==> config.mk <==
export PLATFORM = sky130hd
export DESIGN_NAME = is_uart_rx
export DESIGN_NICKNAME = d
export VERILOG_FILES = /design/src/rtl/is_uart_rx.sv
export SDC_FILE = /design/constraint.sdc
export NUM_CORES = 1
export LEC_CHECK = 0
export ABC_AREA = 0
export BUFFER_PORTS_ARGS = -buffer_cell sky130_fd_sc_hd__buf_2
export CAP_MARGIN = 40
export CORE_ASPECT_RATIO = 0.5
export CORE_UTILIZATION = 30
export CTS_BUF_LIST = sky130_fd_sc_hd__clkbuf_8
export DETAILED_ROUTE_END_ITERATION = 10
export GPL_TIMING_DRIVEN = 1
export MAX_ROUTING_LAYER = met4
export PLACE_DENSITY = 0.48
export SLEW_MARGIN = 20
export SYNTH_ARGS = -nofsm -noshare
export SYNTH_HDL_FRONTEND = slang
export SYNTH_SLANG_ARGS = --single-unit
==> constraint.sdc <==
create_clock -name clk_i -period 5.96 [get_ports clk_i]
set_clock_uncertainty 0.15 [all_clocks]
set_input_delay 1.192 -clock clk_i [delete_from_list [all_inputs] [get_ports clk_i]]
set_output_delay 1.192 -clock clk_i [all_outputs]
set_load 0.05 [all_outputs]
==> src/rtl/is_uart_rx.sv <==
// is_uart_rx - UART receiver feeding the UART controller FSM.
//
// Synchronises rx_i, finds the start bit, samples 8 data bits LSB-first, an
// optional parity bit and the stop bit at mid-bit points, then presents the
// character as {frame_err, parity_err, data[7:0]} with a one-cycle strobe.
//
// Optional feature: define IS_UART_RX_PARITY_EN for an 11-bit frame with a
// parity bit checked per PARITY_ODD. Without it the frame is 10 bits and
// rx_data_r_o[8] is always 0.
//
// Ports:
//   clk_i         system clock
//   rstn_i        asynchronous active-low reset
//   rx_i          asynchronous serial line, idle high
//   rx_data_r_o   {frame_err, parity_err, data}, held until the next character
//   rx_data_en_o  one-cycle strobe marking rx_data_r_o valid
//   busy_o        high whenever the receiver is not idle
module is_uart_rx #(
    parameter int unsigned CLK_FREQ   = 50_000_000,
    parameter int unsigned BAUD       = 115200,
    parameter int unsigned PARITY_ODD = 0
) (
    input  logic       clk_i,
    input  logic       rstn_i,
    input  logic       rx_i,
    output logic [9:0] rx_data_r_o,
    output logic       rx_data_en_o,
    output logic       busy_o
);

    localparam int unsigned CLKS_PER_BIT = CLK_FREQ / BAUD;
    localparam int unsigned CNT_W        = $clog2(CLKS_PER_BIT);

    // The sample happens on the cycle the counter is already 0, hence the -1.
    localparam logic [CNT_W-1:0] HALF_LOAD = CNT_W'(CLKS_PER_BIT / 2 - 1);
    localparam logic [CNT_W-1:0] FULL_LOAD = CNT_W'(CLKS_PER_BIT - 1);

    localparam logic [2:0] S_IDLE   = 3'd0;
    localparam logic [2:0] S_START  = 3'd1;
    localparam logic [2:0] S_DATA   = 3'd2;
    localparam logic [2:0] S_PARITY = 3'd3;
    localparam logic [2:0] S_STOP   = 3'd4;
    localparam logic [2:0] S_BREAK  = 3'd5;

    if (CLKS_PER_BIT < 4 || PARITY_ODD > 1) begin : g_param_check
        $error("is_uart_rx: CLKS_PER_BIT must be >= 4 and PARITY_ODD 0 or 1");
    end

    logic [1:0]       sync_q;
    logic             rxs;
    logic [2:0]       state_q, state_d;
    logic [CNT_W-1:0] cnt_q, cnt_d;
    logic [2:0]       bit_q, bit_d;
    logic [7:0]       shift_q, shift_d;
    logic [9:0]       data_q, data_d;
    logic             en_q, en_d;
    logic             tick;
    logic             par_bit;

`ifdef IS_UART_RX_PARITY_EN
    localparam logic PAR_ODD = (PARITY_ODD != 0);
    logic par_err_q, par_err_d;
    assign par_bit = par_err_q;
`else
    assign par_bit = 1'b0;
`endif

    assign rxs  = sync_q[1];
    assign tick = (cnt_q == '0);

    always_comb begin
        state_d = state_q;
        cnt_d   = (cnt_q != '0) ? cnt_q - 1'b1 : cnt_q;
        bit_d   = bit_q;
        shift_d = shift_q;
        data_d  = data_q;
        en_d    = 1'b0;
`ifdef IS_UART_RX_PARITY_EN
        par_err_d = par_err_q;
`endif
        case (state_q)
            S_IDLE: begin
                if (!rxs) begin
                    state_d = S_START;
                    cnt_d   = HALF_LOAD;
                end
            end
            S_START: begin
                if (tick) begin
                    cnt_d   = FULL_LOAD;
                    bit_d   = 3'd0;
                    // A high line at mid start bit is a glitch: drop it silently.
                    state_d = rxs ? S_IDLE : S_DATA;
                end
            end
            S_DATA: begin
                if (tick) begin
                    cnt_d   = FULL_LOAD;
                    shift_d = {rxs, shift_q[7:1]};
                    bit_d   = bit_q + 3'd1;
                    if (bit_q == 3'd7) begin
`ifdef IS_UART_RX_PARITY_EN
                        state_d = S_PARITY;
`else
                        state_d = S_STOP;
`endif
                    end
                end
            end
`ifdef IS_UART_RX_PARITY_EN
            S_PARITY: begin
                if (tick) begin
                    cnt_d     = FULL_LOAD;
                    par_err_d = ((^shift_q) ^ rxs) != PAR_ODD;
                    state_d   = S_STOP;
                end
            end
`endif
            S_STOP: begin
                if (tick) begin
                    en_d    = 1'b1;
                    data_d  = {~rxs, par_bit, shift_q};
                    // Leaving for IDLE here lets a start edge in the second
                    // half of the stop bit be caught.
                    state_d = rxs ? S_IDLE : S_BREAK;
                end
            end
            S_BREAK: begin
                if (rxs) begin
                    state_d = S_IDLE;
                end
            end
            default: state_d = S_IDLE;
        endcase
    end

    always_ff @(posedge clk_i or negedge rstn_i) begin
        if (!rstn_i) begin
            sync_q  <= 2'b11;
            state_q <= S_IDLE;
            cnt_q   <= '0;
            bit_q   <= '0;
            shift_q <= '0;
            data_q  <= '0;
            en_q    <= 1'b0;
        end else begin
            sync_q  <= {sync_q[0], rx_i};
            state_q <= state_d;
            cnt_q   <= cnt_d;
            bit_q   <= bit_d;
            shift_q <= shift_d;
            data_q  <= data_d;
            en_q    <= en_d;
        end
    end

`ifdef IS_UART_RX_PARITY_EN
    always_ff @(posedge clk_i or negedge rstn_i) begin
        if (!rstn_i) begin
            par_err_q <= 1'b0;
        end else begin
            par_err_q <= par_err_d;
        end
    end
`endif

    assign rx_data_r_o  = data_q;
    assign rx_data_en_o = en_q;
    assign busy_o       = (state_q != S_IDLE);

endmodule

# --- Yosys cells after proc, flatten, opt, wreduce, memory -nomap -nowiden ---
# Index checks and enable logic that the tools add are counted.
totals:
  register_bits: 35
  latchBits: 0
  ram_bits: 0
  mem_bits_ro: 0
  inputBits: 3
  out_inout_bits: 12
  word_cells: 49
  memories: 0
classes:
  n_addsub: 2
  mul: 0
  div_mod_pow: 0
  n_lt_le_gt_ge: 0
  n_eq_ne: 11
  n_shift: 0
  mux: 18
  bitwise_logic: 1
  reduce_logical: 10
ops:
  columns: ["op", "count"]
  rows:
  - ["$mux 3", 9]
  - ["$mux 9", 3]
  - ["$pmux 9 s2", 1]
  - ["$pmux 3 s5", 1]
  - ["$ne 2x2->1 const B", 6]
  - ["$eq 3x3->1 const B", 3]
  - ["$logic_not 9->1", 1]
  - ["$reduce_bool 9->1", 1]
  - ["$sub 9x1->9 const B", 1]
  - ["$pmux 3 s2", 1]
  - ["$reduce_and 6->1", 1]
  - ["$reduce_and 2->1", 2]
  - ["$add 3x1->3 const B", 1]
  - ["$eq 3x1->1 const B", 1]
  - ["$eq 3x2->1 const B", 1]
  - ["$logic_not 3->1", 1]
  - ["$reduce_and 3->1", 1]
  - ["$reduce_bool 3->1", 1]
  - ["$mux 1", 2]
  - ["$mux 2", 1]
  - ["$reduce_bool 2->1", 1]
  - ["$reduce_or 2->1", 1]
  - ["$not 1->1", 1]

# --- Logic depth before layout (Yosys ltp) ---
# Gate-level depths: netlist of the first run.
depth:
  word_depth: 4
  depth_mapped: 9
  mapped_depth_nobuf: 8

# --- Least setup slack after synthesis of the first run ---
# Ideal clock, no wire load.
synth_timing:
  path_kind: "register to output"
  start: "register state_q[1]"
  end: "output busy_o"
  arrival_ns: 1.108
  t_required_ns: 4.618
  setup_slack_ns: 3.510
  stages_incl_launch_ff: 3
  path_buffers: 1
  cell_sequence: "dfrtp_1 buf_2 or3_1"
synth_via:
  elab_chain_cells: 1
synth_rtl:
  columns: ["item", "line", "rtl"]
  rows:
  - ["from (decl)", "51", "logic [2:0] state_q, state_d;"]
  - ["from (signal assigned)", "148", "state_q <= state_d;"]
  - ["$reduce_bool 3->1", "169", "assign busy_o = (state_q != S_IDLE);"]
  - ["to (decl)", "28", "output logic busy_o"]
# No other way between the ends.

# --- Worst setup path after layout of the first run ---
# Same ends and word-level chain as after synthesis.

==> flow_summary.yaml, run 1 <==
outcome:
  status: "completed"
setup_path:
  cp_slowest_cell: "dfrtp_1"
  max_stage_delay_ns: 0.50
  required_ns: 4.62
  path_cells: "or3_1 -> buf_2"
  critPathArrivalTime_ns: 1.43
  crit_path_start_kind: "register"
  end_kind: "output port"
  crit_fanout: 10
  crit_type: "reg -> out"
sta:
  setup_violations: 0
  finalCritPeriodShare: 0.4658
  hold_viol_final: 0
  slew_headroom: 0.6018
  finalMaxSlewViolations: 0
  tightest_slew_ns: 0.5955
  rsz0062_at_grt: "no"
  setup_slack_ns: 3.184
  setup_tns_ns: 0
  max_clock_freq_mhz: 360.2
  hold_slack_ns: 0.2157
  fin_crit_ns: 2.776
detailed_routing:
  first_pass_iters: 4
  drtIter0Drc: 42
  ant_nets: 0
  routed-via-count: 1018
  vias_per_cell: 4.670
  wl_microns: 2885
  drt-wirelength-per-cell_microns: 13.23
  drc_errors: 0
place:
  dpl_worst_slack_ns: 3.496
  place_area_sq_um: 1744
  dp_cells: 209
  io_buffers: 13
  dpl.hpwl_microns: 1922
  gp_congestion: 0.7682
cts:
  cts_tree: "built"
  cts_hold_buf: 0
  postCtsSetupBuffers: 0
  cts_buffer_depth: 2
  clk_latency_ns: 0.29
  cts-root-buf: "clkbuf_8"
  cts-resized-gates: 0
  cts.sinks: 35
  path_clk_slew_ns: 0.07
  cts_max_level: 2
  cts_made_buffers: 5
global_route:
  grt_overflow: 0
  grt_pass1_wl_microns: 4850
  grt_pass1_vias: 980
  grt.total_usage: 0.1188
  grt_start_max_net_pins: 36
  antenna_found_initial: 0
synth:
  syn_area_sq_um: 1628
  synth.distinct_cells: 42
  synthCells: 132
  synth_edf_count: 0
  ys_seq_elements: 35
  yosysWarnings: 0
  async_flop_share: 1.000
  ys_seq_area_frac: 0.5396
  syn-num-nets: 140
  synth_ff_type: "dfrtp_1"
  syn_avg_cell_area_sq_um: 12.33
cells_and_area:
  nets: 155
  fin_cells: 218
  nFillCells: 514
  regArea_sq_um: 878.3
  drive_gt1_frac: 0.3446
  finalCoreUtilization: 0.3677
  n_antenna_cell: 0
  design_area_sq_um: 1863
  multiInputGateArea_sq_um: 690.7
  area_growth_pct: 14.45
die:
  die_w_microns: 106.2
  die_height_microns: 54.09
  core-area_sq_um: 5067
  initial_utilization: 0.3212
  rows: 18
  boundaryPins: 15
  die_area_sq_um: 5742
pwr:
  combPwrFrac: 0.020
  clock_power_share: 0.429
  finalPower_mw: 0.4342
  power.share.sequential: 0.552
  sw_frac_of_total: 0.2285
  p_per_area_nw_per_um2: 233.0
  internal_power_mw: 0.3350
  p_switching_mw: 0.09918
  leakagePower_nw: 0.8947
  peakVddDrop_v: 0.00008405
run:
  drv_cap: 0
min_path:
  hp-class: "reg -> reg"
## synthesized netlist by cell type (all sizes together), types with 2 or more instances
cell    count  share of area
dfrtp      33           0.51
a21boi      2         0.0092
inv         6          0.014
o21ai       5          0.015
mux2       17           0.12
buf         4          0.018
a21oi       5          0.015
a22o        2          0.011
nor2        6          0.018
ha          5          0.038
clkbuf      2         0.0046
nand2       8          0.018
nand3       8          0.032
or3         5          0.019
dfstp       2          0.032
## logic make-up after synthesis
logic type,after synthesis,share of synthesized area
adder cells (fa/ha/maj),5,0.03843
AO/OA/AOI/OAI,23,0.1030
flip-flops,35,0.5396
XOR/XNOR,2,0.01076
other,1,0.002304
AND/OR/NAND/NOR,36,0.1460
multiplexers,18,0.1237
buffers and inverters,12,0.03613
## layer usage
metal	vias to the layer above	GRT usage	wire [microns]
met5	-	-	0
met4	0	0.04861	43
met3	4	0.03995	88
met2	11	0.1807	1279
met1	501	0.1472	1474
li1	502	-	-
## layout by cell type (no fill, tap or decap), types with 2 or more instances in the layout
cell type,synthesis,routed
nand3_1,7,7
or3_1,5,5
dfstp_2,2,2
dfrtp_1,33,33
a21boi_0,2,2
ha_1,5,5
a21oi_1,5,5
mux2_2,17,17
buf_2,2,13
clkbuf_8,0,6
inv_1,5,5
nor2_1,5,5
nand2_1,8,8
a22o_1,2,2
o21ai_0,5,5
## worst paths after layout
kind	slack, ns	cells after the start	from	end
min in group asynchronous	0.58	1	rstn_i	rx_data_r_o[3]
setup / recovery	3.18	2	state_q[1]	busy_o
hold / removal	0.22	0	sync_q[0]	sync_q[1]
max in group asynchronous	4.61	2	rstn_i	sync_q[1]
hold reg to reg	0.22	0	sync_q[0]	sync_q[1]
setup reg to reg	3.57	7	cnt_q[0]	shift_q[6]
## cell type report
cell class                      count  share of cell area
Clock buffer                        6             0.04432
Clock inverter                      2            0.008731
Inverter                            6             0.01209
Sequential cell                    35              0.4715
Multi-Input combinational cell     85              0.3707
Tap cell                           70             0.04701
Timing Repair Buffer               14             0.04567
## critical path, delay by kind of cell (launching register included)
kind / cells / cell delay, ns
flip-flops: 1 / 0.50
buffers and inverters: 1 / 0.22
AND/OR/NAND/NOR: 1 / 0.42
## flip-flops by register name (all words and copies together) (netlist names)
| register | count |
|---|---|
| cnt_q | 9 |
| rx_data_r_o | 9 |
| shift_q | 8 |
| bit_q | 3 |
| state_q | 3 |
| sync_q | 2 |
| rx_data_en_o | 1 |
## power groups by stage
| stage | combinational, mW | clock, mW | sequential, mW |
|---|---|---|---|
| floorplan | 0.00244 | 0 | 0.244 |
| global placement | 0.00758 | 0 | 0.244 |
| detailed placement | 0.00765 | 0 | 0.244 |
| CTS | 0.00763 | 0.192 | 0.239 |
| global route | 0.00987 | 0.200 | 0.240 |
| finish | 0.00863 | 0.186 | 0.239 |
Note: power is estimated with default switching activity, not from simulation.
==> inputs of run 2 (changes only) <==
==> constraint.sdc (replaced) <==
create_clock -name clk_i -period 2.6 [get_ports clk_i]
set_clock_uncertainty 0.15 [all_clocks]
set_input_delay 0.52 -clock clk_i [delete_from_list [all_inputs] [get_ports clk_i]]
set_output_delay 0.52 -clock clk_i [all_outputs]
set_load 0.05 [all_outputs]
==> flow_summary.yaml, run 2 (synthesized netlist as in run 1, its figures left out) <==
cells_and_area:
  n_antenna_cell: 0
  drive_gt1_frac: 0.3467
  layout_commonest_cell: "dfrtp_1"
  nets: 157
  finalCoreUtilization: 0.3746
  area_growth_pct: 16.60
  layout_common_cells: "dfrtp_1 (33), mux2_2 (17), buf_2 (13), nand2_1 (8), nand3_1 (7)"
  nFillCells: 515
sta:
  rsz0062_at_grt: "no"
  fin_crit_ns: 2.338
  setup_tns_ns: 0
  hold_viol_final: 0
  setup_slack_ns: 0.2618
  finalMaxSlewViolations: 0
  finalCritPeriodShare: 0.8993
  setup_violations: 0
  max_clock_freq_mhz: 427.7
pwr:
  peakVddDrop_v: 0.0002847
  power.share.sequential: 0.511
  p_per_area_nw_per_um2: 565.6
  leakagePower_nw: 0.9144
  p_switching_mw: 0.2303
  finalPower_mw: 1.073
  combPwrFrac: 0.019
  sw_frac_of_total: 0.2146
  internal_power_mw: 0.8431
  clock_power_share: 0.469
cts:
  cts-root-buf: "clkbuf_8"
  clk_latency_ns: 0.28
  cts_buffer_depth: 2
  cts.sinks: 35
  cts_made_buffers: 5
  cts_tree: "built"
  cts_max_level: 2
  path_clk_slew_ns: 0.08
global_route:
  antenna_found_initial: 0
  grt_pass1_wl_microns: 4912
  grt_overflow: 0
  grt_start_max_net_pins: 36
  grt.total_usage: 0.1187
  grt_pass1_vias: 1026
detailed_routing:
  routed-via-count: 1008
  drc_errors: 0
  drtIter0Drc: 57
  first_pass_iters: 2
  vias_per_cell: 4.582
  drt-wirelength-per-cell_microns: 12.75
  wl_microns: 2804
  ant_nets: 0
outcome:
  status: "completed"
die:
  die_area_sq_um: 5742
  die_height_microns: 54.09
  boundaryPins: 15
  die_w_microns: 106.2
  rows: 18
  core-area_sq_um: 5067
  initial_utilization: 0.3212
place:
  io_buffers: 13
  dpl.hpwl_microns: 1961
  gp_congestion: 0.7463
  dpl_worst_slack_ns: 0.2724
setup_path:
  crit_path_start_kind: "register"
  crit_type: "reg -> reg"
  crit_fanout: 9
  end_kind: "register"
  critPathArrivalTime_ns: 2.37
  required_ns: 2.63
min_path:
  hp-class: "in -> reg"
run:
  drv_cap: 0
## run 2: cell count changes in the layout (fill, tap and decap cells not counted)
| cell | before | now |
|---|---|---|
| clkinvlp_4 | 1 | 0 |
| bufinv_16 | 0 | 1 |
| dlygate4sd3_1 | 0 | 1 |
| clkbuf_8 | 6 | 5 |
| inv_6 | 0 | 1 |
| buf_4 | 0 | 1 |
## run 2: worst paths after layout
check                      startpoint         end  slack (ns)  cells after the start
max                          cnt_q[0]  shift_q[6]        0.26                      7
min                              rx_i   sync_q[0]        0.19                      1
max reg2reg                  cnt_q[0]  shift_q[6]        0.26                      7
min reg2reg                 sync_q[0]   sync_q[1]        0.21                      0
max in group asynchronous      rstn_i   sync_q[1]        1.36                      3
min in group asynchronous      rstn_i  shift_q[2]        0.46                      2
## run 2: metrics by stage
stage / hold WS, ns / std cells / area [sq um]
6_report: 0.1882 / 220 / 1898
5_1_grt: 0.1709 / 220 / 1898
4_1_cts: 0.1767 / 218 / 1868
3_5_place_dp: 0.1973 / 210 / 1752
3_3_place_gp: 0.1971 / 210 / 1752
2_1_floorplan: 0.07441 / 132 / 1628
## run 2: area by class of cell
type | instances | area [sq um] | share of cell area
clock buffer | 5 | 68.82 | 0.03626
clock inverter | 3 | 47.55 | 0.02505
inverter | 6 | 22.52 | 0.01187
timing repair buffer | 16 | 102.6 | 0.05405
sequential | 35 | 878.3 | 0.4628
tap | 70 | 87.58 | 0.04614
multi-input combinational | 85 | 690.7 | 0.3639
## run 2: power groups by stage
stage	logic (mW)	registers [mW]	clock network (mW)
finish	0.0208	0.549	0.504
global route	0.0243	0.549	0.549
CTS	0.0172	0.549	0.520
detailed placement	0.0173	0.559	0
global placement	0.0172	0.560	0
floorplan	0.00559	0.559	0
## run 2: metal layers
metal  part of all wire  GRT usage
met2               0.43     0.1905
met3              0.031    0.03995
met4             0.0078    0.03472
met5                  0          -
met1               0.53     0.1447
## run 2: critical path, stage by stage, from the launching register on
cell     delay, ns
dfrtp_1       0.40
inv_1         0.09
ha_1          0.14
nor4b_4       0.37
and2_1        0.43
inv_2         0.15
nor2_4        0.16
mux2_2        0.34
## run 2: repair_timing
| action | CTS | global route |
|---|---|---|
| buffers inserted | 0 | 0 |
| setup endpoints to repair | 0 | 0 |
| endpoints found under the hold margin | 0 | 8 |
| hold buffers | 0 | 1 |
| gates resized for setup | 0 | 0 |
==> inputs of run 3 (changes only) <==
--- a/config.mk
+++ b/config.mk
@@ -8,7 +8,7 @@
 export ABC_AREA = 0
 export BUFFER_PORTS_ARGS = -buffer_cell sky130_fd_sc_hd__buf_2
 export CAP_MARGIN = 40
-export CORE_ASPECT_RATIO = 0.5
+export CORE_ASPECT_RATIO = 0.6
 export CORE_UTILIZATION = 30
 export CTS_BUF_LIST = sky130_fd_sc_hd__clkbuf_8
 export DETAILED_ROUTE_END_ITERATION = 10
==> flow_summary.yaml, run 3 (synthesized netlist as in run 1, its figures left out) <==
die:
  core-area_sq_um: 5130
  die_w_microns: 97.10
  die_height_microns: 59.06
  boundaryPins: 15
  initial_utilization: 0.3173
  die_area_sq_um: 5734
  rows: 20
cells_and_area:
  drive_gt1_frac: 0.3400
  area_growth_pct: 14.76
  nets: 157
  layout_commonest_cell: "dfrtp_1"
  n_antenna_cell: 0
  layout_common_cells: "dfrtp_1 (33), mux2_2 (17), buf_2 (13), nand2_1 (8), nand3_1 (7)"
  design_area_sq_um: 1868
sta:
  setup_violations: 0
  rsz0062_at_grt: "no"
  max_clock_freq_mhz: 417.1
  fin_crit_ns: 2.397
  finalMaxSlewViolations: 0
  setup_tns_ns: 0
  hold_viol_final: 0
  finalCritPeriodShare: 0.9221
min_path:
  hp-class: "in -> reg"
global_route:
  grt.total_usage: 0.1223
  antenna_found_initial: 0
  grt_pass1_vias: 1102
  grt_pass1_wl_microns: 5181
  grt_start_max_net_pins: 36
  grt_overflow: 0
setup_path:
  crit_type: "reg -> reg"
  path_delay_family: "simple AND/OR/NAND/NOR gates"
  crit_fanout: 9
  path_cells: "inv_1 -> ha_1 -> nor4b_4 -> and2_1 -> inv_2 -> nor2_4 -> mux2_2"
  cp_slowest_cell: "and2_1"
  critPathArrivalTime_ns: 2.41
  crit_path_start_kind: "register"
  max_stage_delay_ns: 0.42
  end_kind: "register"
  path_buf_inv: 2
  required_ns: 2.61
cts:
  cts_buffer_depth: 2
  cts_made_buffers: 5
  clk_latency_ns: 0.28
  cts_tree: "built"
  cts.sinks: 35
  path_clk_slew_ns: 0.07
  cts_max_level: 2
  cts-root-buf: "clkbuf_8"
  postCtsSetupBuffers: 0
detailed_routing:
  ant_nets: 0
  drtIter0Drc: 35
  drt-wirelength-per-cell_microns: 13.44
  wl_microns: 2903
  drc_errors: 0
  routed-via-count: 1041
  vias_per_cell: 4.819
  first_pass_iters: 4
place:
  gp_congestion: 0.7721
  place_area_sq_um: 1747
  dpl.hpwl_microns: 2051
  io_buffers: 13
pwr:
  peakVddDrop_v: 0.0001710
  leakagePower_nw: 0.9080
  p_per_area_nw_per_um2: 517.1
outcome:
  status: "completed"
run:
  drv_cap: 0
[run 3: cell types whose count changed in the layout (fill, tap and decap cells not counted)]
cell and change:
bufinv_16 -1, clkbuf_8 +1, clkinv_2 +1, clkinv_4 -1, inv_1 +1, inv_6 -1
[run 3: final cells by class]
type | count | area (sq um)
Inverter | 6 | 22.52
Clock inverter | 2 | 8.758
Sequential cell | 35 | 878.3
Clock buffer | 6 | 82.58
Fill cell | 496 | 3262
Tap cell | 66 | 82.58
Multi-Input combinational cell | 85 | 690.7
Timing Repair Buffer | 16 | 102.6
[run 3: worst paths after layout]
check,end,start,depth (start not counted),slack (ns)
worst max-delay path,shift_q[6],cnt_q[0],7,0.20
worst min-delay path,sync_q[0],rx_i,1,0.18
worst max register to register,shift_q[6],cnt_q[0],7,0.20
worst min register to register,sync_q[1],sync_q[0],0,0.21
max in group asynchronous,sync_q[0],rstn_i,3,1.35
min in group asynchronous,cnt_q[7],rstn_i,2,0.47
[run 3: routing by layer]
metal  track usage  vias to the layer above  wire length, microns
met4       0.05970                        0                    35
met5             -                        -                     0
met1        0.1518                      516                  1493
met2        0.1841                       20                  1255
met3       0.03774                        4                   118
li1              -                      501                     -
[run 3: power by group]
group	switching, mW	internal, mW	total (mW)
registers	0.00199	0.547	0.549
logic	0.0152	0.00573	0.0209
clock network	0.186	0.210	0.396
total	0.203	0.763	0.966
[run 3: worst reg2reg max path: cells and delay by family (launching register included)]
| kind | cells | cell delay [ns] |
|---|---|---|
| simple gates | 3 | 0.99 |
| flops | 1 | 0.40 |
| mux | 1 | 0.35 |
| buf+inv | 2 | 0.24 |
| fa+ha+maj | 1 | 0.16 |
[run 3: timing repair]
| action | CTS | global route |
|---|---|---|
| hold buffers | 0 | 1 |
| endpoints found under the setup margin | 0 | 0 |
| hold endpoints to repair | 0 | 7 |
| gates resized for setup | 0 | 0 |
[run 3: stage by stage]
step	cells	power [mW]	hold slack [ns]	setup slack, ns	util
5_1_grt	216	1.005	0.1731	0.02797	0.3641
4_1_cts	214	0.9773	0.1750	0.1850	0.3583
6_report	216	0.9660	0.1812	0.2026	0.3641
2_1_floorplan	132	0.5645	0.07441	0.6113	-
3_5_place_dp	206	0.5769	0.1978	0.2161	0.3405
3_3_place_gp	206	0.5762	0.1962	0.2942	0.3405
